## src/rtl/sprite_animator_if.sv

```systemverilog
// Bus between the keycode decoder side and the sprite animator.
// The master drives the frame strobe and keycode; the slave (the animator)
// returns facing, frame index, moving flag and step pulse.
interface sprite_animator_if #(
  parameter int FRAME_W = 2
);
  logic               Tick;
  logic [7:0]         Keycode;
  logic               Facing;
  logic [FRAME_W-1:0] Frame;
  logic               Moving;
  logic               Step;

  modport master (
    output Tick,
    output Keycode,
    input  Facing,
    input  Frame,
    input  Moving,
    input  Step
  );

  modport slave (
    input  Tick,
    input  Keycode,
    output Facing,
    output Frame,
    output Moving,
    output Step
  );
endinterface

```

## src/rtl/sprite_animator.sv

```systemverilog
// Walk-cycle animator: turns left/right keycodes into a facing bit and a
// frame index that advances every HOLD_TICKS frame strobes while walking.
// A reversal passes through a TURN phase of HOLD_TICKS strobes at frame 0.
// Optional feature macro: SPRITE_ANIM_PINGPONG_EN selects ping-pong frame
// order (0..N-1..0) instead of wrap order (0..N-1,0).
module sprite_animator #(
  parameter int          NUM_FRAMES = 4,
  parameter int          FRAME_W    = 2,
  parameter int          HOLD_TICKS = 4,
  parameter logic [7:0]  KEY_RIGHT  = 8'd79,
  parameter logic [7:0]  KEY_LEFT   = 8'd80
) (
  input  logic              Clk,
  input  logic              Reset,
  sprite_animator_if.slave  bus
);

  typedef enum logic [1:0] {
    IDLE = 2'd0,
    WALK = 2'd1,
    TURN = 2'd2
  } state_t;

  localparam logic [FRAME_W-1:0] FRAME_LAST = FRAME_W'(NUM_FRAMES - 1);
  localparam logic [FRAME_W-1:0] FRAME_ONE  = FRAME_W'(1);
  localparam logic [7:0]         HOLD_LAST  = 8'(HOLD_TICKS - 1);

  state_t             state_q, state_d;
  logic [7:0]         hold_q, hold_d;
  logic               facing_q, facing_d;
  logic [FRAME_W-1:0] frame_q, frame_d;
  logic               moving_q, moving_d;
  logic               step_q, step_d;
  logic [FRAME_W-1:0] frame_adv;

  logic is_right, is_left, same_key, opp_key;

  // Classify the keycode relative to the current facing direction.
  always_comb begin
    is_right = (bus.Keycode == KEY_RIGHT);
    is_left  = (bus.Keycode == KEY_LEFT);
    same_key = facing_q ? is_left  : is_right;
    opp_key  = facing_q ? is_right : is_left;
  end

`ifdef SPRITE_ANIM_PINGPONG_EN
  logic pp_dn_q, pp_dn_d, pp_dn_adv;

  // Ping-pong next frame: bounce at both ends, each endpoint shown once.
  always_comb begin
    frame_adv = frame_q;
    pp_dn_adv = pp_dn_q;
    if (!pp_dn_q) begin
      if (frame_q == FRAME_LAST) begin
        frame_adv = frame_q - FRAME_ONE;
        pp_dn_adv = 1'b1;
      end else begin
        frame_adv = frame_q + FRAME_ONE;
      end
    end else begin
      if (frame_q == '0) begin
        frame_adv = FRAME_ONE;
        pp_dn_adv = 1'b0;
      end else begin
        frame_adv = frame_q - FRAME_ONE;
      end
    end
  end
`else
  // Wrap-order next frame: last frame returns to 0.
  always_comb begin
    frame_adv = (frame_q == FRAME_LAST) ? '0 : frame_q + FRAME_ONE;
  end
`endif

  // Next-state and registered-output logic; only Tick cycles change anything.
  always_comb begin
    state_d  = state_q;
    hold_d   = hold_q;
    facing_d = facing_q;
    frame_d  = frame_q;
    step_d   = 1'b0;
`ifdef SPRITE_ANIM_PINGPONG_EN
    pp_dn_d  = pp_dn_q;
`endif
    if (bus.Tick) begin
      case (state_q)
        IDLE: begin
          if (is_right || is_left) begin
            state_d  = WALK;
            facing_d = is_left;
            frame_d  = '0;
            hold_d   = '0;
          end
        end
        WALK: begin
          if (same_key) begin
            if (hold_q < HOLD_LAST) begin
              hold_d = hold_q + 8'd1;
            end else begin
              hold_d  = '0;
              frame_d = frame_adv;
              step_d  = 1'b1;
`ifdef SPRITE_ANIM_PINGPONG_EN
              pp_dn_d = pp_dn_adv;
`endif
            end
          end else if (opp_key) begin
            state_d  = TURN;
            facing_d = ~facing_q;
            frame_d  = '0;
            hold_d   = '0;
`ifdef SPRITE_ANIM_PINGPONG_EN
            pp_dn_d  = 1'b0;
`endif
          end else begin
            state_d = IDLE;
            frame_d = '0;
            hold_d  = '0;
`ifdef SPRITE_ANIM_PINGPONG_EN
            pp_dn_d = 1'b0;
`endif
          end
        end
        TURN: begin
          if (same_key) begin
            if (hold_q < HOLD_LAST) begin
              hold_d = hold_q + 8'd1;
            end else begin
              state_d = WALK;
              hold_d  = '0;
            end
          end else if (opp_key) begin
            facing_d = ~facing_q;
            hold_d   = '0;
          end else begin
            state_d = IDLE;
            frame_d = '0;
            hold_d  = '0;
`ifdef SPRITE_ANIM_PINGPONG_EN
            pp_dn_d = 1'b0;
`endif
          end
        end
        default: begin
          state_d = IDLE;
          frame_d = '0;
          hold_d  = '0;
        end
      endcase
    end
    moving_d = (state_d == WALK);
  end

  // State and output registers with asynchronous reset.
  always_ff @(posedge Clk or posedge Reset) begin
    if (Reset) begin
      state_q  <= IDLE;
      hold_q   <= '0;
      facing_q <= 1'b0;
      frame_q  <= '0;
      moving_q <= 1'b0;
      step_q   <= 1'b0;
    end else begin
      state_q  <= state_d;
      hold_q   <= hold_d;
      facing_q <= facing_d;
      frame_q  <= frame_d;
      moving_q <= moving_d;
      step_q   <= step_d;
    end
  end

`ifdef SPRITE_ANIM_PINGPONG_EN
  // Ping-pong direction register.
  always_ff @(posedge Clk or posedge Reset) begin
    if (Reset) begin
      pp_dn_q <= 1'b0;
    end else begin
      pp_dn_q <= pp_dn_d;
    end
  end
`endif

  assign bus.Facing = facing_q;
  assign bus.Frame  = frame_q;
  assign bus.Moving = moving_q;
  assign bus.Step   = step_q;

endmodule
```

## src/flat_wrapper.sv

```systemverilog
// flat-port wrapper written by rule: the top's interface ports become plain ports
module sprite_animator_flat 
#(
  parameter int          NUM_FRAMES = 4,
  parameter int          FRAME_W    = 2,
  parameter int          HOLD_TICKS = 4,
  parameter logic [7:0]  KEY_RIGHT  = 8'd79,
  parameter logic [7:0]  KEY_LEFT   = 8'd80
)
  (Clk, Reset, bus_Tick, bus_Keycode, bus_Facing, bus_Frame, bus_Moving, bus_Step);
  sprite_animator_if #(.FRAME_W(FRAME_W)) bus_i ();
  input  logic Clk;
  input  logic Reset;
  input wire logic [$bits(bus_i.Tick)-1:0] bus_Tick;
  input wire logic [$bits(bus_i.Keycode)-1:0] bus_Keycode;
  output wire logic [$bits(bus_i.Facing)-1:0] bus_Facing;
  output wire logic [$bits(bus_i.Frame)-1:0] bus_Frame;
  output wire logic [$bits(bus_i.Moving)-1:0] bus_Moving;
  output wire logic [$bits(bus_i.Step)-1:0] bus_Step;
  assign bus_i.Tick = bus_Tick;
  assign bus_i.Keycode = bus_Keycode;
  assign bus_Facing = bus_i.Facing;
  assign bus_Frame = bus_i.Frame;
  assign bus_Moving = bus_i.Moving;
  assign bus_Step = bus_i.Step;
  sprite_animator #(.NUM_FRAMES(NUM_FRAMES), .FRAME_W(FRAME_W), .HOLD_TICKS(HOLD_TICKS), .KEY_RIGHT(KEY_RIGHT), .KEY_LEFT(KEY_LEFT)) u_core (.Clk(Clk), .Reset(Reset), .bus(bus_i));
endmodule
```

## config.mk

```make
export PLATFORM = sky130hd
export DESIGN_NAME = sprite_animator_flat
export DESIGN_NICKNAME = d
export VERILOG_FILES = /design/src/rtl/sprite_animator_if.sv /design/src/rtl/sprite_animator.sv /design/src/flat_wrapper.sv
export SDC_FILE = /design/constraint.sdc
export NUM_CORES = 1
export LEC_CHECK = 0
export CAP_MARGIN = 25
export CELL_PAD_IN_SITES_DETAIL_PLACEMENT = 1
export CELL_PAD_IN_SITES_GLOBAL_PLACEMENT = 2
export CORE_UTILIZATION = 34
export CTS_CLUSTER_DIAMETER = 150
export DETAILED_ROUTE_END_ITERATION = 8
export PLACE_DENSITY_LB_ADDON = 0.1
export SYNTH_ARGS = -nofsm -noshare
export SYNTH_HDL_FRONTEND = slang
export SYNTH_SLANG_ARGS = --single-unit
export TNS_END_PERCENT = 30
```

## constraint.sdc

```tcl
create_clock -name Clk -period 6.55 [get_ports Clk]
set_clock_uncertainty 0.2 [all_clocks]
set_input_delay 0.655 -clock Clk [delete_from_list [all_inputs] [get_ports Clk]]
set_output_delay 0.655 -clock Clk [all_outputs]
set_load 0.02 [all_outputs]
```

==> metrics.cfg, run 1 <==
[drt]
vias_per_cell = 5.75
first_pass_iters = 4
post-route-drc-count = 0
drt_wl_total_mm = 2.12
dr_total_vias = 828
drt_iter0_drc = 17
wl_per_cell_um = 14.7
ant_nets = 0

[finish]
regArea_um2 = 375
final_area_um2 = 1150
layout_common_cells = clkdlybuf4s50_1 (15), dfrtp_1 (15), nor2_1 (11)
fillers = 293
drive_above_1_share_pct = 11.4
area_growth_pct = 22.4
multiInputGateArea_um2 = 544
n_antenna_cell = 0
nets = 132

[job]
cap_violations = 0

[logic_synthesis]
ys_seq_area_share_pct = 40.0
synth_area_leader_cell = dfrtp_1
ys_warn_count = 0
synth_adder_area_share_pct = 8.00
synth-xor-area-share_pct = 0
synth.area.top_cells = dfrtp_1 (40%), ha_1 (8.0%), nor2_1 (4.4%)
synth-simple-area-share_pct = 29.6
ys_ff_latch = 15
async_flop_share_pct = 100
synth_top_family_by_area = simple AND/OR/NAND/NOR gates
synth_compound_gate_area_share_pct = 18.1
synth_edf_count = 0
ys_types = 35
synthMuxAreaShare_pct = 2.27
syn-cell-area_um2 = 938
synth_top_area_share_pct = 40.0
ys.flop_type = dfrtp_1
synthesis.nets = 113
avgSynthCellArea_um2 = 9.78
netlist_instances = 96

[die]
coreArea_um2 = 2540
fp.dieArea_um2 = 2970
start_util_pct = 36.9
num_rows = 18
die-height_um = 54.5
pin_count = 16
die_w_um = 54.5

[cts]
htreeDepth = 1
cts_sinks = 15
cts_repair_resize_count = 0
clockRootBuffer = clkbuf_4
cts_tree = done
cts_buffers = 3
clock_path_buffers = 2
clk_transition_reported_paths_ns = 0.09
postCtsSetupBuffers = 0
clk_latency_ns = 0.29
hold_buffers = 0

[power_and_ir_drop]
p_per_area_nw_per_um2 = 192
vdd_drop_max_uv = 100
p_leak_uw = 0.000534
p_total_uw = 220

[setup_path]
crit_chain = clkdlybuf4s50_1 > or4b_1 > nor2_1 > a22o_1 > a32oi_1 > o311ai_2 > and4b_1
max_stage_delay_ns = 0.56
critPathBufInv = 1
critPathCaptureType = register
critical_path_required_ns = 6.53
cp_max_fo = 6
crit_type = input port to register
critical-path-top-delay-family = simple AND/OR/NAND/NOR gates
setup.worst_path.start_class = input port
crit_arrival_ns = 2.74
critPathSlowestCell = or4b_1

[sta]
maxSlewViolCount = 0
timing.fmax_ghz = 0.363
rsz0062_at_grt = false
holdWs_ns = 0.323
slew-limit-headroom_pct = 56.1
setup_viol = 0
period_minus_slack_ns = 2.75
tightestPinTransition_ns = 0.658
finalHoldViolations = 0
fin_setup_tns_ns = 0
finalCritPeriodShare_pct = 42.0

[grt]
grt_pass1_wl_mm = 3.62
grt-ovfl-total = 0
gr-usage-all-layers_pct = 17.5
grt_max_degree = 16
top_usage_layer = met2
grt_pass1_vias = 826
antenna_found_initial = 0
use_met3_pct = 2.50
met1_usage_pct = 21.5
met2_usage_pct = 28.9

[place]
post_dp_cell_area_um2 = 1120
dp_hpwl_mm = 1.70
io_buffers = 15
gp_congestion = 0.775

[run_status]
status = complete, no violations

[min_path]
min_path_type = register to register

-- cell families after synthesis --
| group | after synthesis |
|---|---|
| buf+inv | 5 |
| simple gates | 46 |
| fa+ha+maj | 6 |
| mux | 2 |
| flops | 15 |
| compound gates | 22 |
-- Yosys cell counts, types with 2 or more instances --
master / instances
nand3_1: 5
a21o_1: 2
ha_1: 6
a22o_1: 3
dfrtp_1: 15
and2_1: 2
a31oi_1: 4
o21ai_0: 4
nor2_1: 11
and3_1: 3
inv_1: 4
a21oi_1: 2
and2_2: 2
nand4_1: 3
nand2_1: 9
a41oi_1: 2
-- final timing paths --
| path | start | endpoint | slack [ns] | depth (start not counted) |
|---|---|---|---|---|
| worst min-delay path | u_core.hold_q[7]$_DFFE_PP0P_ | u_core.hold_q[7]$_DFFE_PP0P_ | 0.32 | 2 |
| max in group asynchronous | Reset | u_core.hold_q[0]$_DFFE_PP0P_ | 5.23 | 2 |
| worst min register to register | u_core.hold_q[7]$_DFFE_PP0P_ | u_core.hold_q[7]$_DFFE_PP0P_ | 0.32 | 2 |
| worst max-delay path | bus_Keycode[0] | u_core.bus.Moving$_DFF_PP0_ | 3.80 | 7 |
| worst max register to register | u_core.hold_q[0]$_DFFE_PP0P_ | u_core.bus.Moving$_DFF_PP0_ | 3.98 | 7 |
| min in group asynchronous | Reset | u_core.bus.Frame[0]$_DFFE_PP0P_ | 0.53 | 2 |
-- flip-flops by register name (all words and copies together) (netlist names) --
signal and cells:
u_core.bus.Step 1, u_core.hold_q 8, u_core.state_q 2, u_core.bus.Facing 1, u_core.bus.Moving 1, u_core.bus.Frame 2
-- power breakdown --
part	switching [µW]	internal, µW	leakage (µW)
sequential	4.49	95.8	0.000208
clock	29.4	23.7	0.0000150
combinational	38.8	27.8	0.000311
total	72.7	147	0.000534
-- worst register-to-register path, stage by stage (launching register included) --
cell and delay, ns:
dfrtp_1 0.44, ha_1 0.25, or4_4 0.50, nor4_4 0.32, a21o_1 0.18, a32oi_1 0.11
o311ai_2 0.25, and4b_1 0.23
-- area by class of cell --
class                      instances  area share, %
clock buffer                       4           2.29
inverter                           4           1.31
multi-input combinational         76           47.4
sequential                        15           32.7
tap                               30           3.27
timing repair buffer              15           13.1
-- through the flow --
stage,instances,setup slack (ns),util [%]
finish,144,3.80,45.1
global route,144,3.55,45.1
CTS,144,3.78,45.1
detailed placement,140,3.48,44.1
global placement,140,3.49,44.1
floorplan,96,4.10,-
-- metal layers --
metal / share of wire (%) / wire length, µm
met1: 46 / 978
met2: 48 / 1010
met3: 3.6 / 76
met4: 2.5 / 52
met5: 0 / 0
No activity file was read; power rests on OpenSTA's default activity.
==> inputs of run 2 (changes only) <==
--- a/config.mk
+++ b/config.mk
@@ -8,7 +8,7 @@
 export CAP_MARGIN = 25
 export CELL_PAD_IN_SITES_DETAIL_PLACEMENT = 1
 export CELL_PAD_IN_SITES_GLOBAL_PLACEMENT = 2
-export CORE_UTILIZATION = 34
+export CORE_UTILIZATION = 29
 export CTS_CLUSTER_DIAMETER = 150
 export DETAILED_ROUTE_END_ITERATION = 8
 export PLACE_DENSITY_LB_ADDON = 0.1
==> constraint.sdc (replaced) <==
create_clock -name Clk -period 2.25 [get_ports Clk]
set_clock_uncertainty 0.2 [all_clocks]
set_input_delay 0.225 -clock Clk [delete_from_list [all_inputs] [get_ports Clk]]
set_output_delay 0.225 -clock Clk [all_outputs]
set_load 0.02 [all_outputs]
==> run 2 against run 1 <==
Net effect:
- the flow now finishes with violations (negative setup slack)
- combinational power rose to 3.5 times the previous value
- critical path depth did not move
- via count grew 7.6%
- register-to-register slack worse by 4.0 ns
- utilization is 2.0 points lower
- design area rose by 15%
- flip-flop and latch count unchanged
- non-clock buffer count rose by 16
- first-iteration DRC count down 12%
- sequential power grew to 2.9 times the previous value
- largest power group unchanged
==> metrics.cfg, run 2 (same netlist as run 1, synthesis figures left out) <==
[finish]
fillers = 374  ; was 293
nets = 148  ; was 132
area_growth_pct = 40.4  ; was 22.4%
regMostFlops = u_core.hold_q  ; unchanged
layout_common_cells = clkdlybuf4s50_1 (15), buf_4 (15), dfrtp_1 (15)  ; was clkdlybuf4s50_1 (15), dfrtp_1 (15), nor2_1 (11)
n_antenna_cell = 0  ; unchanged
layout.cells.non_filler = 174  ; was 144
largest_reg_flops = 8  ; unchanged
fin_util_pct = 43.2  ; was 45.1%
final_area_um2 = 1320  ; was 1150 µm²
drive_above_1_share_pct = 28.5  ; was 11.4%

[cts]
cts_tree = done  ; unchanged
clk_latency_ns = 0.28  ; was 0.29 ns
clockRootBuffer = clkbuf_4  ; unchanged
clk_transition_reported_paths_ns = 0.09  ; about the same
cts_sinks = 15  ; unchanged
hold_buffers = 0  ; unchanged
htreeDepth = 1  ; unchanged
clock_path_buffers = 2  ; unchanged
cts_buffers = 3  ; unchanged

[power_and_ir_drop]
p_total_uw = 682  ; was 220 µW
p_per_area_nw_per_um2 = 517  ; was 192 nW/µm²
p_leak_uw = 0.000609  ; was 0.000534 µW
vdd_drop_max_uv = 269  ; was 100 µV

[place]
dp_hpwl_mm = 1.91  ; was 1.70 mm
gp_congestion = 0.776  ; was 0.775
post_dp_cell_area_um2 = 1240  ; was 1120 µm²
dp.cells = 168  ; was 140
dp_slack_ns = -0.325  ; was 3.48 ns
io_buffers = 15  ; unchanged

[die]
pin_count = 16  ; unchanged
start_util_pct = 30.7  ; was 36.9%
num_rows = 20  ; was 18
coreArea_um2 = 3050  ; was 2540 µm²
die-height_um = 58.9  ; was 54.5 µm
fp.dieArea_um2 = 3470  ; was 2970 µm²
die_w_um = 58.9  ; was 54.5 µm

[setup_path]
crit_start = u_core.hold_q[0]$_DFFE_PP0P_  ; was bus_Keycode[0]
critical-path-top-delay-family = simple AND/OR/NAND/NOR gates  ; unchanged
cp_max_fo = 2  ; was 6
crit_type = register to register  ; was input port to register
critPathCaptureType = register  ; unchanged
critPathBufInv = 0  ; was 1
critPathSlowestCell = or4_4  ; was or4b_1
crit_chain = ha_2 > or4_4 > nor4_4 > a21o_1 > a32oi_1 > o311ai_2 > and4b_1  ; was clkdlybuf4s50_1 > or4b_1 > nor2_1 > a22o_1 > a32oi_1 > o311ai_2 > and4b_1
max_stage_delay_ns = 0.49  ; was 0.56 ns
reg2reg_from = u_core.hold_q[0]$_DFFE_PP0P_  ; unchanged
critical_path_required_ns = 2.23  ; was 6.53 ns
setup.worst_path.start_class = register  ; was input port
crit_arrival_ns = 2.28  ; was 2.74 ns

[grt]
grt-ovfl-total = 0  ; unchanged
antenna_found_initial = 0  ; unchanged
grt_pass1_vias = 910  ; was 826
grt_max_degree = 16  ; unchanged
gr-usage-all-layers_pct = 16.0  ; was 17.5%
grt_pass1_wl_mm = 4.06  ; was 3.62 mm

[sta]
tightestPinTransition_ns = 0.574  ; was 0.658 ns
slew-limit-headroom_pct = 61.7  ; was 56.1%
finalHoldViolations = 0  ; unchanged
period_minus_slack_ns = 2.29
rsz0062_at_grt = true  ; was false
timing.fmax_ghz = 0.436
setup_slack_ns = -0.0439  ; was 3.80 ns
finalCritPeriodShare_pct = 102
maxSlewViolCount = 0  ; unchanged
setup_viol = 2  ; was 0

[run_status]
status = complete, but fails checks  ; was complete, no violations
violations = negative setup slack

[drt]
dr_total_vias = 891  ; was 828
drt_iter0_drc = 15  ; was 17
post-route-drc-count = 0  ; unchanged
vias_per_cell = 5.12  ; was 5.75
first_pass_iters = 5  ; was 4
ant_nets = 0  ; unchanged
wl_per_cell_um = 13.4  ; was 14.7 µm
drt_wl_total_mm = 2.34  ; was 2.12 mm

[job]
cap_violations = 0  ; unchanged

[min_path]
min_path_type = input port to asynchronous set/reset pin  ; was register to register

[run 2: cell types whose count changed in the layout (fill, tap and decap cells not counted), sizes merged]
cell and change:
buf +16, clkbuf -1, clkinv +1
[run 2: per-layer routing]
metal | vias to the layer above | share of wire (%) | global-route usage, % | routed length (µm)
met3 | 3 | 1.3 | 1.98 | 30
met5 | - | 0 | 0 | 0
li1 | 431 | - | - | -
met1 | 445 | 46 | 20.3 | 1070
met4 | 0 | 1.2 | 8.16 | 28
met2 | 12 | 52 | 26.6 | 1210
[run 2: worst register-to-register path, stage by stage (launching register included)]
cell	delay, ns
dfrtp_1	0.39
ha_2	0.19
or4_4	0.49
nor4_4	0.19
a21o_1	0.16
a32oi_1	0.11
o311ai_2	0.25
and4b_1	0.22
[run 2: layout make-up]
cell class | instances | area (µm²) | area share, %
repair buffers | 31 | 274 | 20.8
inverters | 4 | 15.0 | 1.14
clock buffers | 3 | 22.5 | 1.71
flip-flops and latches | 15 | 375 | 28.5
well taps | 44 | 55.1 | 4.18
clock inverters | 1 | 5.00 | 0.380
multi-input cells | 76 | 571 | 43.3
[run 2: worst paths after layout]
check                                                 to  slack, ns  depth (start not counted)
setup / recovery             u_core.bus.Moving$_DFF_PP0_      -0.04                          7
hold / removal              u_core.hold_q[3]$_DFFE_PP0P_        0.1                          2
setup reg to reg             u_core.bus.Moving$_DFF_PP0_      -0.04                          7
hold reg to reg             u_core.hold_q[7]$_DFFE_PP0P_       0.34                          2
max in group asynchronous  u_core.bus.Facing$_DFFE_PP0P_       1.38                          2
min in group Clk            u_core.hold_q[7]$_DFFE_PP0P_       0.34                          2
[run 2: per-stage QoR]
step / TNS [ns] / hold slack [ns]
after floorplan: -0.120 / -0.0735
after CTS: -0.0808 / 0.108
after global routing: -0.446 / 0.141
final: -0.0631 / 0.0968
after detailed placement: -2.82 / 0.310
after global placement: -2.27 / 0.279
[run 2: power breakdown]
part / total (µW) / switching [µW] / internal [µW]
Clock: 153 / 87.3 / 66.1
Combinational: 236 / 126 / 110
Sequential: 292 / 13.3 / 279
Total: 682 / 227 / 455
[run 2: timing repair]
item	in CTS	in global routing
buffers inserted	0	2
hold endpoints to repair	0	0
endpoints found under the setup margin	3	10
resized for setup	1	10
gates cloned	0	0
pin swaps	1	7
